==> config.mk <==
export PLATFORM = sky130hd
export DESIGN_NAME = hazard_ctrl_flat
export DESIGN_NICKNAME = d
export VERILOG_FILES = /design/src/rtl/mips_pkg.sv /design/src/rtl/hazard_ctrl_if.sv /design/src/rtl/hazard_detect.sv /design/src/rtl/hazard_ctrl.sv /design/src/flat_wrapper.sv
export SDC_FILE = /design/constraint.sdc
export NUM_CORES = 1
export LEC_CHECK = 0
export CELL_PAD_IN_SITES_DETAIL_PLACEMENT = 1
export CELL_PAD_IN_SITES_GLOBAL_PLACEMENT = 2
export CORE_MARGIN = 10
export CORE_UTILIZATION = 30
export CTS_CLUSTER_SIZE = 25
export DETAILED_ROUTE_END_ITERATION = 12
export PLACE_DENSITY_LB_ADDON = 0.15
export SETUP_SLACK_MARGIN = 0.5
export SYNTH_ARGS = -nofsm -noshare
export SYNTH_HDL_FRONTEND = slang
export SYNTH_SLANG_ARGS = --single-unit
==> constraint.sdc <==
create_clock -name clk -period 6 [get_ports clk]
set_clock_uncertainty 0.05 [all_clocks]
set_input_delay 1.5 -clock clk [delete_from_list [all_inputs] [get_ports clk]]
set_output_delay 1.5 -clock clk [all_outputs]
set_load 0.05 [all_outputs]
==> src/rtl/mips_pkg.sv <==
// Shared definitions for the MIPS core control blocks.
package mips_pkg;

  typedef enum logic [1:0] {
    RUN    = 2'd0,
    DRAIN  = 2'd1,
    HALTED = 2'd2,
    STEP   = 2'd3
  } state_t;

  localparam logic [4:0]  REG_ZERO             = 5'd0;
  localparam int unsigned DRAIN_CYCLES_DEFAULT = 3;

endpackage

==> src/rtl/hazard_ctrl_if.sv <==
// Pipeline/debug bundle between the datapath and the hazard controller.
interface hazard_ctrl_if #(
  parameter int unsigned CNT_W = 16
);

  logic [4:0]       id_rs;
  logic [4:0]       id_rt;
  logic             id_uses_rt;
  logic             id_is_branch;
  logic             id_branch_taken;
  logic             ex_mem_read;
  logic             ex_reg_write;
  logic [4:0]       ex_dest;
  logic             mem_mem_read;
  logic [4:0]       mem_dest;
  logic             dbg_halt_req;
  logic             dbg_step_req;
  logic             dbg_resume_req;

  logic             pc_write;
  logic             if_id_write;
  logic             if_id_flush;
  logic             id_ex_bubble;
  logic             halted;
  logic [CNT_W-1:0] stall_count;
  logic [CNT_W-1:0] flush_count;

  // Datapath / debug unit side
  modport master (
    output id_rs, id_rt, id_uses_rt, id_is_branch, id_branch_taken,
           ex_mem_read, ex_reg_write, ex_dest, mem_mem_read, mem_dest,
           dbg_halt_req, dbg_step_req, dbg_resume_req,
    input  pc_write, if_id_write, if_id_flush, id_ex_bubble, halted,
           stall_count, flush_count
  );

  // Hazard controller side
  modport slave (
    input  id_rs, id_rt, id_uses_rt, id_is_branch, id_branch_taken,
           ex_mem_read, ex_reg_write, ex_dest, mem_mem_read, mem_dest,
           dbg_halt_req, dbg_step_req, dbg_resume_req,
    output pc_write, if_id_write, if_id_flush, id_ex_bubble, halted,
           stall_count, flush_count
  );

endinterface

==> src/rtl/hazard_detect.sv <==
// Combinational register-dependency hazard detection for the ID stage.
module hazard_detect
  import mips_pkg::*;
(
  input  logic [4:0] id_rs,
  input  logic [4:0] id_rt,
  input  logic       id_uses_rt,
  input  logic       id_is_branch,
  input  logic       ex_mem_read,
  input  logic       ex_reg_write,
  input  logic [4:0] ex_dest,
  input  logic       mem_mem_read,
  input  logic [4:0] mem_dest,
  output logic       hazard
);

  logic ex_match;
  logic mem_match;

  // $zero never creates a dependency; rt only counts when it is a source.
  function automatic logic reg_match(input logic [4:0] dest,
                                     input logic [4:0] rs,
                                     input logic [4:0] rt,
                                     input logic       uses_rt);
    return (dest != REG_ZERO) && ((dest == rs) || (uses_rt && (dest == rt)));
  endfunction

  // Load-use, branch-on-ALU-result and branch-on-load dependencies.
  always_comb begin
    ex_match  = reg_match(ex_dest, id_rs, id_rt, id_uses_rt);
    mem_match = reg_match(mem_dest, id_rs, id_rt, id_uses_rt);
    hazard    = (ex_mem_read && ex_match)
             || (id_is_branch && ex_reg_write && ex_match)
             || (id_is_branch && mem_mem_read && mem_match);
  end

endmodule

==> src/rtl/hazard_ctrl.sv <==
// Pipeline stall/flush control with debug halt/step/resume and event counters.
module hazard_ctrl
  import mips_pkg::*;
#(
  parameter int unsigned DRAIN_CYCLES = DRAIN_CYCLES_DEFAULT,
  parameter int unsigned CNT_W        = 16
) (
  input  logic          clk,
  input  logic          reset,
  hazard_ctrl_if.slave  bus
);

  localparam int unsigned DW = (DRAIN_CYCLES > 1) ? $clog2(DRAIN_CYCLES) : 1;
  localparam logic [DW-1:0] DRAIN_LAST = DW'(DRAIN_CYCLES - 1);

  state_t           state;
  logic [DW-1:0]    drain_cnt;
  logic             hazard;
  logic             active;
  logic             flush;
  logic [CNT_W-1:0] stall_cnt;
  logic [CNT_W-1:0] flush_cnt;

  hazard_detect u_detect (
    .id_rs        (bus.id_rs),
    .id_rt        (bus.id_rt),
    .id_uses_rt   (bus.id_uses_rt),
    .id_is_branch (bus.id_is_branch),
    .ex_mem_read  (bus.ex_mem_read),
    .ex_reg_write (bus.ex_reg_write),
    .ex_dest      (bus.ex_dest),
    .mem_mem_read (bus.mem_mem_read),
    .mem_dest     (bus.mem_dest),
    .hazard       (hazard)
  );

  // Pipeline enables: reset is folded in so the pipe is frozen while reset is held,
  // not just after the registered state has cleared.
  always_comb begin
    active           = !reset && ((state == RUN) || (state == STEP));
    flush            = active && !hazard && bus.id_branch_taken;
    bus.pc_write     = active && !hazard;
    bus.if_id_write  = active && !hazard;
    bus.id_ex_bubble = !active || hazard;
    bus.if_id_flush  = flush;
    bus.halted       = !reset && (state == HALTED);
    bus.stall_count  = stall_cnt;
    bus.flush_count  = flush_cnt;
  end

  // Debug state machine and drain timer.
  always_ff @(posedge clk or posedge reset) begin
    if (reset) begin
      state     <= RUN;
      drain_cnt <= '0;
    end else begin
      case (state)
        RUN: begin
          if (bus.dbg_halt_req) begin
            state     <= DRAIN;
            drain_cnt <= '0;
          end
        end
        DRAIN: begin
          if (drain_cnt == DRAIN_LAST) state <= HALTED;
          else                         drain_cnt <= drain_cnt + DW'(1);
        end
        HALTED: begin
          if (bus.dbg_resume_req)    state <= RUN;
          else if (bus.dbg_step_req) state <= STEP;
        end
        STEP:    state <= HALTED;
        default: state <= RUN;
      endcase
    end
  end

  // Saturating stall/flush statistics, counted only while the pipe is live.
  always_ff @(posedge clk or posedge reset) begin
    if (reset) begin
      stall_cnt <= '0;
      flush_cnt <= '0;
    end else begin
      if (active && hazard && (stall_cnt != '1)) stall_cnt <= stall_cnt + CNT_W'(1);
      if (flush && (flush_cnt != '1))            flush_cnt <= flush_cnt + CNT_W'(1);
    end
  end

endmodule

==> src/flat_wrapper.sv <==
// flat-port wrapper written by rule: the top's interface ports become plain ports
module hazard_ctrl_flat import mips_pkg::*;
#(
  parameter int unsigned DRAIN_CYCLES = DRAIN_CYCLES_DEFAULT,
  parameter int unsigned CNT_W        = 16
)
  (clk, reset, bus_id_rs, bus_id_rt, bus_id_uses_rt, bus_id_is_branch, bus_id_branch_taken, bus_ex_mem_read, bus_ex_reg_write, bus_ex_dest, bus_mem_mem_read, bus_mem_dest, bus_dbg_halt_req, bus_dbg_step_req, bus_dbg_resume_req, bus_pc_write, bus_if_id_write, bus_if_id_flush, bus_id_ex_bubble, bus_halted, bus_stall_count, bus_flush_count);
  hazard_ctrl_if #(.CNT_W(CNT_W)) bus_i ();
  input  logic clk;
  input  logic reset;
  input wire logic [$bits(bus_i.id_rs)-1:0] bus_id_rs;
  input wire logic [$bits(bus_i.id_rt)-1:0] bus_id_rt;
  input wire logic [$bits(bus_i.id_uses_rt)-1:0] bus_id_uses_rt;
  input wire logic [$bits(bus_i.id_is_branch)-1:0] bus_id_is_branch;
  input wire logic [$bits(bus_i.id_branch_taken)-1:0] bus_id_branch_taken;
  input wire logic [$bits(bus_i.ex_mem_read)-1:0] bus_ex_mem_read;
  input wire logic [$bits(bus_i.ex_reg_write)-1:0] bus_ex_reg_write;
  input wire logic [$bits(bus_i.ex_dest)-1:0] bus_ex_dest;
  input wire logic [$bits(bus_i.mem_mem_read)-1:0] bus_mem_mem_read;
  input wire logic [$bits(bus_i.mem_dest)-1:0] bus_mem_dest;
  input wire logic [$bits(bus_i.dbg_halt_req)-1:0] bus_dbg_halt_req;
  input wire logic [$bits(bus_i.dbg_step_req)-1:0] bus_dbg_step_req;
  input wire logic [$bits(bus_i.dbg_resume_req)-1:0] bus_dbg_resume_req;
  output wire logic [$bits(bus_i.pc_write)-1:0] bus_pc_write;
  output wire logic [$bits(bus_i.if_id_write)-1:0] bus_if_id_write;
  output wire logic [$bits(bus_i.if_id_flush)-1:0] bus_if_id_flush;
  output wire logic [$bits(bus_i.id_ex_bubble)-1:0] bus_id_ex_bubble;
  output wire logic [$bits(bus_i.halted)-1:0] bus_halted;
  output wire logic [$bits(bus_i.stall_count)-1:0] bus_stall_count;
  output wire logic [$bits(bus_i.flush_count)-1:0] bus_flush_count;
  assign bus_i.id_rs = bus_id_rs;
  assign bus_i.id_rt = bus_id_rt;
  assign bus_i.id_uses_rt = bus_id_uses_rt;
  assign bus_i.id_is_branch = bus_id_is_branch;
  assign bus_i.id_branch_taken = bus_id_branch_taken;
  assign bus_i.ex_mem_read = bus_ex_mem_read;
  assign bus_i.ex_reg_write = bus_ex_reg_write;
  assign bus_i.ex_dest = bus_ex_dest;
  assign bus_i.mem_mem_read = bus_mem_mem_read;
  assign bus_i.mem_dest = bus_mem_dest;
  assign bus_i.dbg_halt_req = bus_dbg_halt_req;
  assign bus_i.dbg_step_req = bus_dbg_step_req;
  assign bus_i.dbg_resume_req = bus_dbg_resume_req;
  assign bus_pc_write = bus_i.pc_write;
  assign bus_if_id_write = bus_i.if_id_write;
  assign bus_if_id_flush = bus_i.if_id_flush;
  assign bus_id_ex_bubble = bus_i.id_ex_bubble;
  assign bus_halted = bus_i.halted;
  assign bus_stall_count = bus_i.stall_count;
  assign bus_flush_count = bus_i.flush_count;
  hazard_ctrl #(.DRAIN_CYCLES(DRAIN_CYCLES), .CNT_W(CNT_W)) u_core (.clk(clk), .reset(reset), .bus(bus_i));
endmodule
# After elaboration in Yosys (flattened, before gate mapping)
# Index checks and enable logic that the tools add are counted.
# totals
register_bits,36
latch_bits,0
ram_bits,0
mem_bits_ro,0
in_bits,31
output_inout_bits,37
wordCells,60
mem_count,0
# classes
n_addsub,3
multipliers,0
div,0
n_lt_le_gt_ge,0
n_eq_ne,14
shifts,0
n_mux,8
bitwise,0
reduce_logical,31
# op_table
operator,n
"16-bit by 1-bit adder with 16-bit output, second input constant",2
"16-bit inequality test, second input constant",2
5-bit == test,4
1-bit logical AND,16
2-bit two-way mux,6
5-bit nonzero test,2
2-bit case mux with 4 select lines,1
"2-bit == test, second input constant",3
1-bit logical OR,6
3-bit AND reduction,2
"2-bit inequality test, second input constant",2
2-bit case mux with 2 select lines,1
1-bit zero test,3
"3-bit inequality test, second input constant",1
"2-bit by 1-bit adder with 2-bit output, second input constant",1
"2-bit by 1-bit == test with 1-bit output, second input constant",1
2-bit zero test,1
"2-bit by 1-bit inequality test with 1-bit output, second input constant",1
2-bit nonzero test,1

# Depth between registers and ports, before layout
# Gate-level depths: netlist of the first run.
# logic_depth
depth_word,11
mapped_depth,8
mapped_depth_nobuf,8

# Hierarchy
# Synthesis of the first run repeated with hierarchy kept, for this count alone.
# hier_totals
cells_unflattened,220
hier_area_um2,2182.1
# by_module_without_submodules
module,n_inst,cells_each,area_each_um2,seq_area_each_um2
hazard_ctrl,1,185,1901.8,900.9
hazard_detect,1,35,280.3,0.0

# Worst setup path before layout of the first run
# OpenSTA, ideal clock, no wires.
# synth_path
path_kind,in2out
from,in bus_mem_dest[0]
to,out bus_id_ex_bubble
arrival_ns,4.366
required_time_ns,4.450
setup_slack_ns,0.084
stages,6
n_path_buf,1
path_cell_list,or3_1 o311a_1 a22o_1 clkbuf_1 nor3_1 inv_1
# synth_between
elab_chain_cells,7
elab_cells_between_ends,9
classes_between,2 x eq/ne; 7 x reduce/logical
# synth_rtl
item,line,text
from (decl),flat_wrapper.sv:20,input wire logic [$bits(bus_i.mem_dest)-1:0] bus_mem_dest;
5-bit == test,hazard_detect.sv:25,return (dest != REG_ZERO) && ((dest == rs) || (uses_rt && (dest == rt)));
1-bit logical AND,hazard_detect.sv:25,
1-bit logical OR,hazard_detect.sv:25,
1-bit logical AND *,hazard_detect.sv:25,
1-bit logical AND *,hazard_detect.sv:34,|| (id_is_branch && mem_mem_read && mem_match);
1-bit logical OR *,hazard_detect.sv:34,
1-bit logical OR *,hazard_ctrl.sv:44,bus.id_ex_bubble = !active || hazard;
to (decl),flat_wrapper.sv:27,output wire logic [$bits(bus_i.id_ex_bubble)-1:0] bus_id_ex_bubble;
# Every way passes the cells marked *; elsewhere a longest branch is shown, timed or not.

# Final worst setup path of the first run
# Same ends and word-level chain as after synthesis.

==> impl_metrics.env, run 1 <==
export IMPL_critPathKind="input port to primary output"
export IMPL_min_path_type="register to register"
export IMPL_cts_resized=0
export IMPL_drive_gt1_frac=0.0850
export IMPL_r2r_slack_ns=3.33
export IMPL_vias=1882
export IMPL_synth_area_leaders="dfrtp_1 42%, xnor2_1 18%, nand3_1 5.1%"
export IMPL_ff2ff_path_depth=7
export IMPL_gp_congestion=0.778
export IMPL_fmax_mhz=194
export IMPL_met1_length_mm=2.67
export IMPL_htree_levels=2
export IMPL_cpLargestDelayFamily="simple AND/OR/NAND/NOR gates"
export IMPL_final_setup_tns_ns=0
export IMPL_io_buffers=67
export IMPL_synth_area_leader_cell="dfrtp_1"
export IMPL_leakagePower_nw=1.25
export IMPL_path_cells="clkdlybuf4s50_1, or3_1, o311a_1, a22o_1, nor3_2, inv_1, buf_4"
export IMPL_diodes=0
export IMPL_dr_wl_met2_mm=3.14
export IMPL_clockBufferDepth=2
export IMPL_avgSynthCellArea_um2=9.84
export IMPL_regArea_um2=901
export IMPL_io_pins=68
export IMPL_post_cts_buffers=0
export IMPL_row_count=30
export IMPL_synth_common_cells="45 x xnor2_1, 36 x dfrtp_1, 22 x nand3_1"
export IMPL_dpl_hpwl_mm=4.97
export IMPL_hold_viol_final=0
export IMPL_clockRootBuffer="clkbuf_8"
export IMPL_cp_slowest_cell="clkdlybuf4s50_1"
export IMPL_drt_wirelength_per_cell_um=15.9
export IMPL_grt_max_degree=37
export IMPL_synth_edf_count=0
export IMPL_critPathMaxStageDelay_ns=0.46
export IMPL_drv_cap=0
export IMPL_p_per_area_nw_per_um2=329
export IMPL_cts_hold_buf=0
export IMPL_drv_slew=0
export IMPL_fin_nets=331
export IMPL_grt_pass1_wl_mm=10.7
export IMPL_area_growth_pct=42.9
export IMPL_die_w_um=105
export IMPL_core_area_um2=6910
export IMPL_required_ns=4.45
export IMPL_setup_viol=0
export IMPL_viasPerCell=4.83
export IMPL_max_slew_margin=0.325
export IMPL_status="finished clean"
export IMPL_wl_met3_um=335
export IMPL_ys_seq_area_frac=0.416
export IMPL_grt_usage=0.114
export IMPL_cp_arrival_ns=3.60
export IMPL_clk_pin_slew_ns=0.08
export IMPL_peakVddDrop_v=0.000222
export IMPL_end_kind="primary output"
export IMPL_first_pass_iters=5
export IMPL_critPathMaxFanout=3
export IMPL_yosysTopAreaCellShare=0.416
export IMPL_cts_sinks=36
export IMPL_grt_pass1_vias=2082
export IMPL_async_flop_share=1.00
export IMPL_die_area_um2=11000
export IMPL_drt_drc_violations_left=0
export IMPL_min_path_cells=1
export IMPL_grt_setup_unrepaired="false"
export IMPL_synth_cell_types=41
export IMPL_grt_overflow=0
export IMPL_wl_mm=6.19
export IMPL_multi_input_comb_area_um2=1220
export IMPL_yosys_warnings=0
export IMPL_yosysMostFrequentCell="xnor2_1"
export IMPL_cp_depth=7
export IMPL_worst_hold_slack_ns=0.442
export IMPL_drt_iter0_markers=66
export IMPL_die_h_um=105
export IMPL_insertion_delay_ns=0.29
export IMPL_start_kind="input port"
export IMPL_path_buf_inv=3
export IMPL_min_period_ns=5.15
export IMPL_synth_seq_cells=36
export IMPL_ant_nets=0
export IMPL_nFillCells=813
export IMPL_tightest_slew_ns=1.00
export IMPL_topRoutingLayerUsed="met4"
export IMPL_netlist_instances=220
export IMPL_cts_buffers=5
export IMPL_fin_crit_sh=0.858
export IMPL_cts_tree="done"
export IMPL_synth_nets=258
export IMPL_synth_flop_cell="dfrtp_1"
export IMPL_antenna_found_initial=0
export IMPL_syn_area_um2=2170
export IMPL_start_util=0.314
-- per-stage QoR --
stage	setup slack [ns]	total power [mW]	cell area [µm²]	utilization	std cells
final	0.852	1.02	3090	0.448	390
after floorplan	0.687	0.634	2170	-	220
after CTS	0.810	1.04	3090	0.448	390
after detailed placement	0.814	0.810	2980	0.431	382
after global routing	0.736	1.09	3090	0.448	390
after global placement	0.851	0.808	2980	0.431	382
-- power breakdown --
| part | switching (mW) | internal, mW |
|---|---|---|
| Sequential | 0.0468 | 0.280 |
| Combinational | 0.282 | 0.190 |
| Clock | 0.0951 | 0.125 |
| Total | 0.424 | 0.596 |
-- layer usage --
metal | track usage | up-vias
li1 | - | 916
met1 | 0.135 | 924
met2 | 0.196 | 38
met3 | 0.0369 | 4
met4 | 0.0235 | 0
met5 | 0 | -
-- worst paths after layout --
kind                                                  from                         end
worst max register to register             u_core.state[0]  u_core.bus.flush_count[13]
worst min register to register  u_core.bus.stall_count[13]  u_core.bus.stall_count[13]
worst min-delay path            u_core.bus.stall_count[13]  u_core.bus.stall_count[13]
max in group asynchronous                            reset  u_core.bus.flush_count[14]
worst max-delay path                       bus_mem_dest[0]            bus_id_ex_bubble
min in group asynchronous                            reset  u_core.bus.stall_count[13]
-- state kept, by name, summed over array words and instances, names as in the netlist --
| signal | count |
|---|---|
| u_core.state | 2 |
| u_core.bus.stall_count | 16 |
| u_core.bus.flush_count | 16 |
| u_core.drain_cnt | 2 |
-- cells in the final DEF, fill, tap and decap left out, types with 2 or more instances in the layout --
master           instances
a22o_1                   2
a21oi_1                  4
nor3_1                   7
nand3_1                 22
nor2b_1                  3
and3_1                   7
nand2_1                 18
mux2_2                   2
buf_12                   2
o22ai_1                  3
ha_1                     7
clkbuf_8                 5
clkdlybuf4s50_1         63
xnor2_1                 45
inv_1                    9
dfrtp_1                 36
or3_1                    3
nor2_1                  10
xor2_1                   4
nand2b_1                 4
buf_4                    5
o21ai_0                  2
and2_1                   2
nand4_1                  7
-- cells by family (layout without fill, tap and decap cells) --
group / after synthesis / count (layout) / synth area share
xor gates and xnor gates: 49 / 49 / 0.198
muxes: 3 / 3 / 0.0173
buffers and inverters: 13 / 87 / 0.0248
adders and majority gates: 7 / 7 / 0.0404
AOI/OAI and AO/OA: 16 / 16 / 0.0514
and+or+nand+nor: 96 / 96 / 0.252
DFF: 36 / 36 / 0.416
-- layout make-up --
cell class,instances,share of cell area
clock buffers,5,0.0222
flip-flops and latches,36,0.291
inverters,9,0.0109
well taps,96,0.0388
clock inverters,3,0.0150
repair buffers,70,0.229
multi-input cells,171,0.393
Power figures use the tool's default switching activity.
==> inputs of run 2 (changes only) <==
CTS_CLUSTER_SIZE = 20   (was 25)
==> results of run 2 <==
The final DEF is identical to that of run 1; final timing and power are the same.
